## config.mk

```make
export PLATFORM = sky130hd
export DESIGN_NAME = encoder_gate_ctrl_flat
export DESIGN_NICKNAME = d
export VERILOG_FILES = /design/src/rtl/encoder_gate_ctrl_if.sv /design/src/rtl/encoder_gate_ctrl.sv /design/src/flat_wrapper.sv
export SDC_FILE = /design/constraint.sdc
export NUM_CORES = 1
export LEC_CHECK = 0
export ABC_CLOCK_PERIOD_IN_PS = 2900
export CAP_MARGIN = 5
export CORE_ASPECT_RATIO = 0.5
export CORE_MARGIN = 2
export CORE_UTILIZATION = 35
export DETAILED_ROUTE_END_ITERATION = 8
export GPL_TIMING_DRIVEN = 0
export HOLD_SLACK_MARGIN = 0.12
export PLACE_DENSITY = 0.57
export SLEW_MARGIN = 20
export SYNTH_ARGS = -nofsm -noshare
export SYNTH_HDL_FRONTEND = slang
export SYNTH_SLANG_ARGS = --single-unit
```

## constraint.sdc

```tcl
create_clock -name clk_i -period 2.9 [get_ports clk_i]
set_clock_uncertainty 0.2 [all_clocks]
set_input_delay 0.725 -clock clk_i [delete_from_list [all_inputs] [get_ports clk_i]]
set_output_delay 0.725 -clock clk_i [all_outputs]
set_load 0.005 [all_outputs]
```

## src/rtl/encoder_gate_ctrl_if.sv

```systemverilog
// encoder_gate_ctrl_if: encoder input, window request/acknowledge and result bus
interface encoder_gate_ctrl_if;
    logic       a;
    logic [3:0] in_sel;
    logic       start;
    logic       ack;
    logic [7:0] count;
    logic       valid;
    logic       busy;
    logic       ovf;
    modport master (output a, in_sel, start, ack, input count, valid, busy, ovf);
    modport slave (input a, in_sel, start, ack, output count, valid, busy, ovf);
endinterface

```

## src/rtl/encoder_gate_ctrl.sv

```systemverilog
// encoder_gate_ctrl: gated encoder edge counter; ENC_BOTH_EDGE_EN counts both edges of A, default rising only
module encoder_gate_ctrl (
    input  logic               clk_i,
    input  logic               rst_i,
    encoder_gate_ctrl_if.slave bus
);
    typedef enum logic [1:0] {IDLE, GATE, HOLD} state_t;
    state_t      state_q, state_d;
    logic        a_meta_q, a_sync_q, a_prev_q;
    logic [15:0] win_q, win_d;
    logic [7:0]  edge_q, edge_d, edge_nx;
    logic [7:0]  count_q, count_d;
    logic        ovf_flag_q, ovf_flag_d, ovf_flag_nx;
    logic        ovf_q, ovf_d;
    logic        valid_q, valid_d;
    logic        edge_det, edge_sat, load;
`ifdef ENC_BOTH_EDGE_EN
    assign edge_det = a_sync_q ^ a_prev_q;
`else
    assign edge_det = a_sync_q & ~a_prev_q;
`endif
    assign edge_sat    = edge_q == 8'hFF;
    assign edge_nx     = (edge_det && !edge_sat) ? edge_q + 8'd1 : edge_q;
    assign ovf_flag_nx = ovf_flag_q | (edge_det & edge_sat);
    assign load        = bus.start && (state_q == IDLE || (state_q == HOLD && bus.ack));
    // two-flop synchronizer for A plus a delayed copy for edge detection
    always_ff @(posedge clk_i or posedge rst_i) begin
        if (rst_i) begin
            a_meta_q <= 1'b0;
            a_sync_q <= 1'b0;
            a_prev_q <= 1'b0;
        end else begin
            a_meta_q <= bus.a;
            a_sync_q <= a_meta_q;
            a_prev_q <= a_sync_q;
        end
    end
    // state, window/edge counters and latched result registers
    always_ff @(posedge clk_i or posedge rst_i) begin
        if (rst_i) begin
            state_q    <= IDLE;
            win_q      <= '0;
            edge_q     <= '0;
            ovf_flag_q <= 1'b0;
            count_q    <= '0;
            ovf_q      <= 1'b0;
            valid_q    <= 1'b0;
        end else begin
            state_q    <= state_d;
            win_q      <= win_d;
            edge_q     <= edge_d;
            ovf_flag_q <= ovf_flag_d;
            count_q    <= count_d;
            ovf_q      <= ovf_d;
            valid_q    <= valid_d;
        end
    end
    // next state: load a window on an accepted start, count through GATE, latch at window end
    always_comb begin
        state_d    = state_q;
        win_d      = win_q;
        edge_d     = edge_q;
        ovf_flag_d = ovf_flag_q;
        count_d    = count_q;
        ovf_d      = ovf_q;
        valid_d    = valid_q;
        if (load) begin
            state_d    = GATE;
            win_d      = {bus.in_sel, 12'hFFF};
            edge_d     = '0;
            ovf_flag_d = 1'b0;
            valid_d    = 1'b0;
        end else if (state_q == GATE) begin
            win_d      = win_q - 16'd1;
            edge_d     = edge_nx;
            ovf_flag_d = ovf_flag_nx;
            if (win_q == 16'd0) begin
                state_d = HOLD;
                count_d = edge_nx;
                ovf_d   = ovf_flag_nx;
                valid_d = 1'b1;
            end
        end else if (state_q == HOLD && bus.ack) begin
            state_d = IDLE;
            valid_d = 1'b0;
        end
    end
    assign bus.count = count_q;
    assign bus.valid = valid_q;
    assign bus.busy  = state_q == GATE;
    assign bus.ovf   = ovf_q;
endmodule

```

## src/flat_wrapper.sv

```systemverilog
// flat-port wrapper written by rule: the top's interface ports become plain ports
module encoder_gate_ctrl_flat 
  (clk_i, rst_i, bus_a, bus_in_sel, bus_start, bus_ack, bus_count, bus_valid, bus_busy, bus_ovf);
  encoder_gate_ctrl_if bus_i ();
  input  logic clk_i;
  input  logic rst_i;
  input wire logic [$bits(bus_i.a)-1:0] bus_a;
  input wire logic [$bits(bus_i.in_sel)-1:0] bus_in_sel;
  input wire logic [$bits(bus_i.start)-1:0] bus_start;
  input wire logic [$bits(bus_i.ack)-1:0] bus_ack;
  output wire logic [$bits(bus_i.count)-1:0] bus_count;
  output wire logic [$bits(bus_i.valid)-1:0] bus_valid;
  output wire logic [$bits(bus_i.busy)-1:0] bus_busy;
  output wire logic [$bits(bus_i.ovf)-1:0] bus_ovf;
  assign bus_i.a = bus_a;
  assign bus_i.in_sel = bus_in_sel;
  assign bus_i.start = bus_start;
  assign bus_i.ack = bus_ack;
  assign bus_count = bus_i.count;
  assign bus_valid = bus_i.valid;
  assign bus_busy = bus_i.busy;
  assign bus_ovf = bus_i.ovf;
  encoder_gate_ctrl u_core (.clk_i(clk_i), .rst_i(rst_i), .bus(bus_i));
endmodule
```

Word-level counts from Yosys, hierarchy flattened. Index checks and enable logic that the tools add are counted.

Add/sub/neg operators: 2. Mux-type cells: 15. Bitwise gates (word level): 5. Equal/unequal tests: 4. Reduce and logical (&&, ||, !) cells: 11.

Operators with widths (number): 2-to-1 mux 16 bit (2); 2-to-1 mux 8 bit (3); zero test 16 bit (1); subtractor 16 x 1 -> 16 bit (second input constant) (1); adder 8 x 1 -> 8 bit (second input constant) (1); equality test 8 bit (second input constant) (1); 2-to-1 mux 2 bit (4); 2-to-1 mux 1 bit (6); logical AND 1 bit (3); inequality test 3 x 1 -> 1 bit (second input constant) (1); AND reduction 3 bit (1); nonzero test 3 bit (1); bitwise AND 1 bit (2); equality test 2 x 1 -> 1 bit (second input constant) (1); equality test 2 bit (second input constant) (1); zero test 2 bit (1); inverter 1 bit (2); AND reduction 2 bit (1); nonzero test 2 bit (1); zero test 1 bit (1); logical OR 1 bit (1); bitwise OR 1 bit (1).

Output and inout bits: 11. Register bits: 40. Bits of input ports: 9. Word-level logic and storage cells: 47.

Depth between registers and ports, before layout. Gate-level depths: netlist of run 1.

Word-level depth: 6. Gate-level depth with buffers: 7.

Worst setup path before layout of run 1. No wires, ideal clock.

Kind: register to register. From: register u_core.win_q[0]. To: register u_core.count_q[2] (netlist: u_core.bus.count[2]). Stages on the path, launching flop included: 8. Slack: 0.563 ns. Period minus slack after synthesis: 2.337 ns. Buffers on the path: 1. Arrival time: 2.012 ns. Cells stage by stage: dfrtp_1 inv_1 ha_1 nor4bb_1 nand4_2 or2_1 buf_6 mux2_4.

Longest elaborated chain between the ends: 2.

Ends and longest elaborated chain: start, declared (line encoder_gate_ctrl.sv:10) `logic [15:0] win_q, win_d;`; start signal, assigned (line encoder_gate_ctrl.sv:50) `win_q <= win_d;`; zero test 16 bit (line encoder_gate_ctrl.sv:77) `if (win_q == 16'd0) begin`; AND reduction 3 bit (no line); end signal, assigned (line encoder_gate_ctrl.sv:53) `count_q <= count_d;`; end, declared (line encoder_gate_ctrl.sv:12) `logic [7:0] count_q, count_d;`.

Every way passes these cells. A chain may end at the register's enable or synchronous reset.

==> results.py, run 1 <==
metrics = {
    "drt": {
        "route.detailed.drc": 0,
        "wirelength_mm": 4.320,
        "drtAntennaViolNets": 0,
        "vias_per_cell": 5.282,
        "firstDrtPassIters": 4,
        "wl_per_cell_um": 14.50,
        "vias": 1574,
        "drt_iter0_markers": 56,
    },
    "logic_synthesis": {
        "synthCells": 198,
        "synth_ff_type": "dfrtp_1",
        "ys_seq_area_share_pct": 49.24,
        "yosysTopAreaCellShare_pct": 49.24,
        "ys_ff_latch": 39,
        "synth_area_leader_cell": "dfrtp_1",
        "async_reset_ff_share_pct": 100.0,
        "syn-num-nets": 209,
        "synthesis.area_um2": 1982,
        "yosys_warnings": 0,
        "synth_cell_types": 47,
        "synth_commonest_cells": "39 x dfrtp_1, 17 x o21ai_0, 16 x nand2_1, 12 x a31oi_1, 10 x inv_1",
        "synth_edf_count": 0,
        "synthTopCellsByArea": "dfrtp_1 49%, o21ai_0 4.3%, a31oi_1 3.8%, xnor2_1 3.1%, nand2_1 3.0%",
        "yosysMostFrequentCell": "dfrtp_1",
        "avgSynthCellArea_um2": 10.01,
    },
    "grt": {
        "grt_pass1_wl_mm": 7.403,
        "overflow": 0,
        "grt_pass1_vias": 1558,
        "grt_antenna_before_repair": 0,
        "gr-usage-all-layers_pct": 14.72,
        "grt_max_degree": 21,
    },
    "finish": {
        "antenna_cells": 0,
        "drive_above_1_share_pct": 9.778,
        "design_area_um2": 2461,
        "num-nets-final": 235,
        "utilization_pct": 45.01,
        "final_cells": 298,
        "syn2layout_area_growth_pct": 24.18,
    },
    "die": {
        "design.core.area_um2": 5468,
        "die_area_um2": 6317,
        "die_x_um": 110.4,
        "placementRows": 19,
        "die_h_um": 57.21,
        "io_pins": 20,
        "initial_core_util_pct": 36.25,
    },
    "timing": {
        "worstMarginPinSlew_ps": 776.5,
        "drv_slew": 0,
        "slew_headroom_pct": 47.68,
        "setup_tns_ps": 0,
        "timing.fmax_ghz": 0.3563,
        "fin_crit_ps": 2806,
        "fin_crit_sh_pct": 96.77,
        "rsz0062_at_grt": "false",
        "finalSetupViolations": 0,
        "hold_violations": 0,
    },
    "power": {
        "power_density_nw_per_um2": 502.1,
        "sw_frac_of_total_pct": 19.23,
        "p_leak_nw": 0.9410,
        "switchingPower_mw": 0.2376,
        "seqPwrFrac_pct": 45.0,
        "comb_power_share_pct": 3.3,
        "power_mw": 1.236,
        "pwr-share-clk_pct": 51.7,
        "ir_drop_v": 0.0002161,
        "p_int_mw": 0.9980,
    },
    "placement": {
        "dpl_cell_area_um2": 2291,
        "numPlacedInstances": 291,
        "numPortBuffers": 19,
        "place.gp.congestion": 0.7394,
        "hpwl_mm": 3.006,
    },
    "clock_tree": {
        "htreeDepth": 2,
        "cts_buffers": 5,
        "cts_hold_buf": 0,
        "clkTransAtPathRegs_ps": 60,
        "clk_latency_ps": 280,
        "cts_tree": "done",
        "root_buffer": "clkbuf_16",
        "clock-sinks": 39,
        "clock_path_buffers": 2,
    },
    "setup_path": {
        "worst_setup_path_start_kind": "flip-flop",
        "critPathRequiredTime_ps": 1980,
        "cp.arrival_ps": 1880,
        "cp-startpoint": "u_core.bus.valid",
        "cp_max_fo": 11,
        "rrSetupSlack_ps": 190,
        "r2r_start": "u_core.win_q[0]",
        "r2r_cells": 7,
        "path_class": "flip-flop to output pin",
        "regToRegEndpoint": "u_core.bus.count[2]",
        "crit_path_end": "bus_busy",
        "cp-end-kind": "output pin",
    },
    "run": {
        "cap_violations": 0,
    },
    "hold_path": {
        "hold_path.class": "flip-flop to flip-flop",
        "holdPathStages": 0,
    },
    "status": {
        "run_status": "finished clean",
    },
}
-- power groups by stage --
| stage | registers [mW] | logic (mW) | clock network, mW |
|---|---|---|---|
| 4_1_cts | 0.556 | 0.0425 | 0.650 |
| 6_report | 0.556 | 0.0409 | 0.638 |
| 3_3_place_gp | 0.566 | 0.0369 | 0 |
| 3_5_place_dp | 0.566 | 0.0424 | 0 |
| 2_1_floorplan | 0.565 | 0.0203 | 0 |
| 5_1_grt | 0.557 | 0.0464 | 0.669 |
-- cells by family (layout without fill, tap and decap cells) --
| logic type | count (synthesis) | after routing | synth area share [%] |
|---|---|---|---|
| XOR/XNOR | 10 | 10 | 4.419 |
| flip-flops | 39 | 39 | 49.24 |
| AND/OR/NAND/NOR | 70 | 70 | 20.39 |
| adder cells (fa/ha/maj) | 2 | 2 | 1.262 |
| multiplexers | 7 | 7 | 4.104 |
| AO/OA/AOI/OAI | 51 | 51 | 16.04 |
| buffers and inverters | 19 | 46 | 4.546 |
-- cell usage in the layout, fill, tap and decap left out, drive strengths merged, types with 3 or more instances in the layout --
master,instances
a21oi,5
or3,5
or4,3
mux2i,4
nor4,6
o21ai,17
nor3,7
dfrtp,39
a31oi,12
mux2,3
nand2,16
or2,3
nor2,8
o31ai,5
clkbuf,11
inv,10
xnor2,7
nand3,7
a21o,3
clkdlybuf4s50,19
nand2b,3
and3,3
xor2,3
buf,4
-- worst max-delay path, cell delays in order, from the launching register on --
cell and delay, ps:
dfrtp_1 460, nand2b_1 240, inv_1 330, clkdlybuf4s50_1 580
-- state kept, by name, summed over array words and instances, names as in the netlist --
name and count:
u_core.a_prev_q 1, u_core.win_q 16, u_core.ovf_flag_q 1, u_core.edge_q 8, u_core.bus.count 8, u_core.state_q 1
u_core.a_meta_q 1, u_core.bus.valid 1, u_core.bus.ovf 1, u_core.a_sync_q 1
-- stage by stage --
stage | worst slack (ps) | hold slack (ps)
floorplan | 563.3 | 131.2
global placement | 104.3 | 131.7
detailed placement | 16.75 | 136.4
CTS | 97.76 | 150.2
global route | 23.43 | 165.4
finish | 93.64 | 150.4
-- how the worst min path moves through the flow --
stage | startpoint | to | slack (ps)
finish | u_core.a_meta_q | u_core.a_sync_q | 150
global route | u_core.a_meta_q | u_core.a_sync_q | 170
CTS | u_core.a_meta_q | u_core.a_sync_q | 150
detailed placement | u_core.a_meta_q | u_core.a_sync_q | 140
global placement | u_core.a_meta_q | u_core.a_sync_q | 130
floorplan | u_core.a_meta_q | u_core.a_sync_q | 130
-- per-layer routing --
| layer | wire (um) | vias up | part of all wire [%] | track usage, % |
|---|---|---|---|---|
| met1 | 2125 | 769 | 49 | 18.96 |
| met3 | 94 | 5 | 2.2 | 3.188 |
| met4 | 46 | 0 | 1.1 | 4.643 |
| li1 | - | 782 | - | - |
| met5 | 0 | - | 0 | 0 |
| met2 | 2053 | 18 | 48 | 25.42 |
-- what timing repair did --
item	in CTS	in global routing
resized for setup	0	0
setup endpoints to repair	1	0
buffers inserted	0	0
-- area by class of cell --
class / count / area (um2)
Inverter: 10 / 37.54
Tap cell: 73 / 91.34
Multi-Input combinational cell: 140 / 915.9
Clock buffer: 6 / 138.9
Fill cell: 539 / 3007
Buffer: 8 / 48.80
Timing Repair Buffer: 20 / 217.7
Sequential cell: 39 / 975.9
Clock inverter: 2 / 35.03
Note: power is estimated with default switching activity, not from simulation.
==> inputs of run 2 (changes only) <==
Settings changed: CORE_ASPECT_RATIO 0.5 to unset, MAX_ROUTING_LAYER set to met4.
==> run 2 against run 1 <==
  * Register-to-register slack improved by 70 ps
  * Wire length decreased by 3.1%
  * Cell count decreased by 0.34%
  * First-iteration DRC count increased by 46%
  * Cell area decreased by 2.5%
  * Die area decreased by 0.58%
  * Global-route usage increased by 0.98 points
  * Combinational power decreased by 2%
  * Non-clock buffer count unchanged
  * Critical path depth unchanged
  * Critical path type unchanged
  * Largest power group is now sequential cells
==> results.py, run 2 (synthesized netlist as in run 1, its figures left out) <==
metrics = {
    "drt": {
        "vias_per_cell": 5.202,
        "drt_iter0_markers": 82,
        "vias": 1545,
        "wirelength_mm": 4.184,
        "firstDrtPassIters": 4,
        "drtAntennaViolNets": 0,
        "route.detailed.drc": 0,
        "wl_per_cell_um": 14.09,
    },
    "timing": {
        "timing.fmax_ghz": 0.3631,
        "rsz0062_at_grt": "false",
        "drv_slew": 0,
        "finalSetupViolations": 0,
        "setup_tns_ps": 0,
        "hold_violations": 0,
        "worst_slack_ps": 145.8,
        "worstMarginPinSlew_ps": 754.7,
        "fin_crit_ps": 2754,
        "fin_crit_sh_pct": 94.97,
        "slew_headroom_pct": 49.16,
    },
    "hold_path": {
        "hold_start": "u_core.a_meta_q",
        "min_delay_worst_endpoint": "u_core.a_sync_q",
        "holdPathStages": 0,
        "hold_path.class": "flip-flop to flip-flop",
    },
    "clock_tree": {
        "cts_buffers": 5,
        "cts_tree": "done",
        "htreeDepth": 2,
        "cts_hold_buf": 0,
        "clk_latency_ps": 290,
        "root_buffer": "clkbuf_8",
        "clkTransAtPathRegs_ps": 80,
        "clock-sinks": 39,
        "cts_setup_buffers": 0,
        "clock_path_buffers": 2,
    },
    "finish": {
        "num-nets-final": 235,
        "antenna_cells": 0,
        "drive_above_1_share_pct": 10.22,
        "most-common-layout-cells": "39 x dfrtp_1, 19 x clkdlybuf4s50_1, 17 x o21ai_0, 16 x nand2_1, 12 x a31oi_1",
        "final_common_cell": "dfrtp_1",
        "largest_register": "u_core.win_q",
        "syn2layout_area_growth_pct": 21.09,
        "largest_register_ffs": 16,
        "utilization_pct": 43.85,
    },
    "setup_path": {
        "cp-end-kind": "output pin",
        "slowest_delay_ps": 510,
        "worst_setup_path_start_kind": "flip-flop",
        "path_cells": "nand2b_1, clkinvlp_4, clkdlybuf4s50_1",
        "cp.arrival_ps": 1830,
        "r2r_start": "u_core.win_q[0]",
        "slowest_stage": "clkdlybuf4s50_1",
        "cp_max_fo": 11,
        "regToRegEndpoint": "u_core.bus.count[3]",
        "rrSetupSlack_ps": 260,
        "r2r_cells": 7,
        "path_class": "flip-flop to output pin",
        "critPathRequiredTime_ps": 1980,
    },
    "grt": {
        "overflow": 0,
        "grt_antenna_before_repair": 0,
        "grt_pass1_vias": 1572,
        "gr-usage-all-layers_pct": 15.69,
        "grt_pass1_wl_mm": 7.452,
        "grt_max_degree": 27,
    },
    "die": {
        "die_x_um": 79.25,
        "io_pins": 20,
        "placementRows": 27,
        "die_h_um": 79.25,
        "design.core.area_um2": 5473,
        "initial_core_util_pct": 36.21,
        "die_area_um2": 6281,
    },
    "status": {
        "run_status": "finished clean",
    },
    "placement": {
        "numPortBuffers": 19,
        "hpwl_mm": 2.988,
        "place.gp.congestion": 0.7796,
        "dp_slack_ps": 2.602,
    },
    "power": {
        "power_density_nw_per_um2": 442.3,
        "p_leak_nw": 0.9018,
        "ir_drop_v": 0.0001576,
    },
    "run": {
        "cap_violations": 0,
    },
}
## run 2: cell count changes in the layout (fill, tap and decap cells not counted)
cell | before | now
clkinvlp_4 | 0 | 1
buf_12 | 0 | 1
clkbuf_8 | 1 | 6
inv_1 | 9 | 8
clkbuf_16 | 5 | 0
buf_16 | 1 | 0
## run 2: where the power goes
part	total (mW)	leakage (nW)	internal, mW	switching [mW]
clock network	0.467	0.0612	0.278	0.188
logic	0.0399	0.416	0.0188	0.0211
registers	0.555	0.425	0.550	0.00522
total	1.06	0.902	0.847	0.215
## run 2: per-stage QoR
stage / cell area, um2 / hold slack, ps / total power, mW / cells
2_1_floorplan: 1982 / 131.2 / 0.5848 / 198
3_3_place_gp: 2262 / 135.0 / 0.6034 / 289
3_5_place_dp: 2282 / 137.0 / 0.6067 / 290
4_1_cts: 2396 / 154.7 / 1.076 / 297
5_1_grt: 2400 / 159.5 / 1.113 / 297
6_report: 2400 / 150.3 / 1.062 / 297
## run 2: how the worst max path moves through the flow
stage                     startpoint             endpoint  slack, ps  cells past startpoint
floorplan            u_core.win_q[0]  u_core.bus.count[2]        560                      7
global placement           bus_start     u_core.edge_q[0]         80                      5
detailed placement         bus_start     u_core.edge_q[0]          3                      5
CTS                 u_core.bus.valid             bus_busy         80                      3
global route        u_core.bus.valid             bus_busy         20                      3
finish              u_core.bus.valid             bus_busy        150                      3
## run 2: cell type report
cell class                      count  area (um2)
Buffer                              8       48.80
Clock buffer                        6       82.58
Clock inverter                      2       35.03
Fill cell                         557        3073
Inverter                           10       41.29
Multi-Input combinational cell    140       915.9
Sequential cell                    39       975.9
Tap cell                           72       90.09
Timing Repair Buffer               20       210.2
## run 2: worst max-delay path: cells and delay by family (launching register included)
family	cells	cell delay, ps
flops	1	470
simple gates	1	260
buf+inv	2	790
## run 2: layer usage
layer  track usage, %  share of wire, %  vias up
met3            3.636               2.9        7
met2            22.97                43       22
met5                -                 0        -
met4            5.000               1.8        0
met1            21.65                52      742
li1                 -                 -      774
## run 2: timing repair
action / in CTS / in global routing
gates resized for setup: 0 / 1
endpoints found under the hold margin: 0 / 0
setup endpoints to repair: 1 / 1
